[src/rtl/ifu_fetch_pkg.sv]
// Shared core definitions for the instruction fetch stage: address map defaults,
// fetch state type and the nop word substituted on fetch faults.
package ifu_fetch_pkg;

    localparam logic [31:0] RESET_PC_DEF = 32'h0000_3000;
    localparam logic [31:0] PC_LO_DEF    = 32'h0000_3000;
    localparam logic [31:0] PC_HI_DEF    = 32'h0000_6FFC;
    localparam logic [31:0] NOP_WORD     = 32'h0000_0000;

    typedef enum logic {
        FETCH = 1'b0,
        VALID = 1'b1
    } fetch_state_t;

endpackage

[src/rtl/ifu_fetch_addr_check.sv]
// Combinational word-alignment and legal-window check for a 32-bit address.
// Shared with the data-side load/store unit.
module ifu_addr_check #(
    parameter logic [31:0] LO = 32'h0000_3000,
    parameter logic [31:0] HI = 32'h0000_6FFC
) (
    input  logic [31:0] addr,
    output logic        adel
);

    assign adel = (addr[1:0] != 2'b00) || (addr < LO) || (addr > HI);

endmodule

[src/rtl/ifu_fetch.sv]
// Fetch stage and architectural PC: one outstanding imem request at a time,
// instruction held for decode under a valid/stall handshake.
module ifu_fetch
    import ifu_fetch_pkg::*;
#(
    parameter logic [31:0] RESET_PC = RESET_PC_DEF,
    parameter logic [31:0] PC_LO    = PC_LO_DEF,
    parameter logic [31:0] PC_HI    = PC_HI_DEF,
    parameter int          MAX_WAIT = 16
) (
    input  logic        clk,
    input  logic        reset_n,
    input  logic [31:0] npc_in,
    output logic [31:0] pc_out,
    output logic [31:0] pc4_out,
    output logic        imem_req,
    output logic [31:0] imem_addr,
    input  logic        imem_ack,
    input  logic [31:0] imem_rdata,
    output logic [31:0] instr_out,
    output logic        instr_valid,
    input  logic        stall,
    output logic        exc_adel,
    output logic        exc_tmo
);

    localparam int CNT_W = $clog2(MAX_WAIT + 1);
    localparam logic [CNT_W-1:0] LAST_WAIT = CNT_W'(MAX_WAIT - 1);

    fetch_state_t     state;
    logic [31:0]      pc;
    logic [31:0]      instr;
    logic             adel;
    logic             tmo;
    logic [CNT_W-1:0] wait_cnt;
    logic             run;
    logic             npc_adel;

    ifu_addr_check #(
        .LO (PC_LO),
        .HI (PC_HI)
    ) u_npc_check (
        .addr (npc_in),
        .adel (npc_adel)
    );

    // run holds the request off for the first cycle so imem_req rises only
    // after reset has been released and seen by a clock edge.
    always_ff @(posedge clk or negedge reset_n) begin
        if (!reset_n) begin
            state    <= FETCH;
            pc       <= RESET_PC;
            instr    <= NOP_WORD;
            adel     <= 1'b0;
            tmo      <= 1'b0;
            wait_cnt <= '0;
            run      <= 1'b0;
        end else begin
            run <= 1'b1;
            case (state)
                FETCH: begin
                    if (run) begin
                        if (imem_ack) begin
                            instr    <= imem_rdata;
                            state    <= VALID;
                            wait_cnt <= '0;
                        end else if (wait_cnt == LAST_WAIT) begin
                            instr    <= NOP_WORD;
                            tmo      <= 1'b1;
                            state    <= VALID;
                            wait_cnt <= '0;
                        end else begin
                            wait_cnt <= wait_cnt + 1'b1;
                        end
                    end
                end
                VALID: begin
                    // A bad next PC never reaches memory; the nop slot carries the error.
                    if (!stall) begin
                        pc  <= npc_in;
                        tmo <= 1'b0;
                        if (npc_adel) begin
                            instr <= NOP_WORD;
                            adel  <= 1'b1;
                        end else begin
                            adel  <= 1'b0;
                            state <= FETCH;
                        end
                    end
                end
            endcase
        end
    end

    assign pc_out      = pc;
    assign pc4_out     = pc + 32'd4;
    assign imem_req    = run && (state == FETCH);
    assign imem_addr   = pc;
    assign instr_out   = instr;
    assign instr_valid = (state == VALID);
    assign exc_adel    = adel;
    assign exc_tmo     = tmo;

endmodule

[config.mk]
export PLATFORM = sky130hd
export DESIGN_NAME = ifu_fetch
export DESIGN_NICKNAME = d
export VERILOG_FILES = /design/src/rtl/ifu_fetch_pkg.sv /design/src/rtl/ifu_fetch_addr_check.sv /design/src/rtl/ifu_fetch.sv
export SDC_FILE = /design/constraint.sdc
export NUM_CORES = 1
export LEC_CHECK = 0
export ABC_AREA = 1
export CAP_MARGIN = 40
export CORE_ASPECT_RATIO = 0.75
export CORE_MARGIN = 2
export CORE_UTILIZATION = 40
export DETAILED_ROUTE_END_ITERATION = 7
export DONT_BUFFER_PORTS = 1
export GPL_ROUTABILITY_DRIVEN = 0
export GPL_TIMING_DRIVEN = 0
export HOLD_SLACK_MARGIN = 0.08
export SYNTH_ARGS = -nofsm -noshare
export SYNTH_HDL_FRONTEND = slang
export SYNTH_HIERARCHICAL = 1
export SYNTH_SLANG_ARGS = --single-unit
[constraint.sdc]
create_clock -name clk -period 1.4 [get_ports clk]
set_clock_uncertainty 0.2 [all_clocks]
set_input_delay 0 -clock clk [delete_from_list [all_inputs] [get_ports clk]]
set_output_delay 0 -clock clk [all_outputs]
set_load 0.05 [all_outputs]
==> flow_summary.toml <==
[timing]
max_freq_mhz = 418
tns_ps = -43020
period_needed_ps = 2390
setup_viol = 105
max_slew_margin_pct = 54.9
hold_viol = 73
fin_ws_ps = -990
rsz0062_at_grt = "yes"
fin_crit_sh_pct = 171
drv_slew = 0
holdWs_ps = -839
worstMarginPinSlew_ps = 673

[placement]
dpl.hpwl_um = 10000
placed_cell_area_mm2 = 0.00521
place_ws_ps = -753
io_buffers = 0
dp.cells = 766

[floorplan]
dieWidth_um = 125
die_h_um = 94.6
initial_core_util_pct = 40.6
core_area_mm2 = 0.0108
ios = 200
dieArea_mm2 = 0.0118
rows = 33

[final_layout]
finalInstanceArea_mm2 = 0.00800
synthToLayoutAreaGrowth_pct = 82.8
drive_gt1_share_pct = 52.5
final_nets = 834
final_cell_count_no_fill = 909
antenna_cells = 0
fillers = 768

[synthesis]
avgSynthCellArea_um2 = 6.99
ys_seq_area_share_pct = 41.8
synth.distinct_cells = 26
ys_seq_elements = 73
synth.largest_area_cell = "dfrtp_1"
synth_top_area_share_pct = 40.6
ys.warnings.count = 6
netlist_area_mm2 = 0.00438
synth.area.top_cells = "dfrtp_1, nand2_1, nor2_1, buf_4, nand3_1"
synthCells = 626
syn-num-nets = 696

[global_route]
grt_max_degree = 74
grt_pass1_vias = 4565
grt_pass1_wl_um = 25000
track_usage_pct = 27.5
antenna_found_initial = 0
grt-ovfl-total = 0

[detailed_routing]
vias = 4734
drt_wl_total_um = 17200
dr.pass1.iters = 4
drc = 0
wl_per_cell_um = 18.9
drt_iter0_drc = 273
via_per_inst = 5.21
ant_nets = 0

[critical_path]
worstRegToRegCells = 9
crit_start = "imem_addr[2]$_DFFE_PN0P_"
rr_startpoint = "instr_valid$_DFF_PN0_"
cp-start-kind = "flop"
arrival_ps = 2190
reg2reg_to = "instr_out[28]$_DFFE_PN0P_"
ff2ff_setup_slack_ps = -370
crit_end = "pc4_out[17]"
critPathCaptureType = "primary output"
cp.required_ps = 1200
worstPathMaxFanout = 6
crit_type = "flop to primary output"

[clocking]
cts-root-buf = "clkbuf_16"
clk_path_buf_depth = 2
cts_tree = "done"
cts.sinks = 73
cts_buffers = 9
htreeDepth = 3
clk_latency_ps = 330
clk_pin_slew_worst_paths_ps = 60

[outcome]
status = "finished with violations"
violations = "hold timing, setup timing"

[job]
cap_violations = 0

[power]
p_leak_nw = 3.59
ir_drop_v = 0.000929
cellPowerDensity_mw_per_mm2 = 1270

[hold_path]
min_path_type = "input port to async pin"
==> power breakdown <==
part | total (mW) | switching (mW) | internal (mW)
clock network | 2.71 | 0.958 | 1.75
logic | 3.69 | 2.28 | 1.41
registers | 3.79 | 1.35 | 2.44
==> cells in the final DEF, fill, tap and decap left out, types with 6 or more instances in the layout <==
cell / n
nand2_1: 136
nand2_2: 82
dlygate4sd3_1: 75
nor2_1: 50
nand2_4: 48
buf_4: 41
dfrtp_1: 40
nor2_4: 29
buf_6: 29
nand3_1: 27
inv_1: 22
nor2_2: 21
dfrtp_4: 21
nand3_2: 19
buf_8: 16
clkbuf_16: 15
o21ai_2: 12
dfrtp_2: 10
xor2_4: 9
nand2_8: 6
nand3_4: 6
==> metal layers <==
metal	track usage, %	part of all wire, %
met1	36.9	43
met2	44.3	48
met3	8.10	7.5
met4	6.84	1.4
met5	0	0
==> how the worst min path moves through the flow <==
stage	from	endpoint	slack, ps	cells after the start
3_3_place_gp	reset_n	imem_addr[2]$_DFFE_PN0P_	-490	0
5_1_grt	reset_n	imem_addr[5]$_DFFE_PN0P_	-860	0
6_report	reset_n	imem_addr[20]$_DFFE_PN0P_	-840	0
4_1_cts	reset_n	imem_addr[0]$_DFFE_PN0P_	-850	0
3_5_place_dp	reset_n	imem_addr[4]$_DFFE_PN0P_	-490	0
2_1_floorplan	reset_n	exc_adel$_DFFE_PN0P_	-500	0
==> state kept, by name, indices dropped and copies added (netlist names) <==
name / flops
exc_tmo: 1
imem_addr: 32
instr_valid: 1
wait_cnt: 5
run: 1
exc_adel: 1
instr_out: 32
==> kinds of logic after synthesis <==
family                     share of synthesized area, %
other                                            0.0857
DFF                                                41.8
buffers and inverters                              11.5
AOI/OAI and AO/OA                                  2.46
adders and majority gates                         0.572
xor gates and xnor gates                           3.40
and+or+nand+nor                                    40.1
==> cells in the mapped netlist, drive strengths merged <==
cell type  number
dfrtp          71
nor2          100
nand3          52
a22o            2
dfstp           2
xor2           10
a21oi           1
buf            50
nand3b          1
clkbuf          7
inv            30
nor3            1
xnor2           7
nand2         272
ha              2
conb            1
o21ai          17
==> cell type report <==
type	instances	area, um^2	area share, %
sequential	73	1930	24.1
buffer	54	601	7.50
multi-input combinational	466	3400	42.5
inverter	30	145	1.81
tap	140	175	2.19
clock inverter	6	115	1.44
timing repair buffer	130	1410	17.6
clock buffer	10	229	2.86
==> repair_timing <==
action                                 4_1_cts  5_1_grt
endpoints found under the hold margin      142       76
gates resized for setup                    232      131
buffers inserted                            29       15
gates cloned                                12        0
setup endpoints to repair                  131      113
pin swaps                                   84       76
hold buffers                                76        2
==> per-stage QoR <==
stage / utilization [%] / power (mW)
final: 74.3 / 10.2
after global routing: 74.3 / 10.5
after CTS: 69.1 / 9.88
after detailed placement: 48.3 / 6.25
after global placement: 48.3 / 6.23
after floorplan: - / 5.90
==> worst max-delay path, cell delays in order, from the launching register on <==
cell and delay [ps]:
dfrtp_4 570, clkinvlp_4 380, nor2_4 230, nand2_4 130
nor2_4 180, xor2_4 360
No activity file was read; power rests on OpenSTA's default activity.
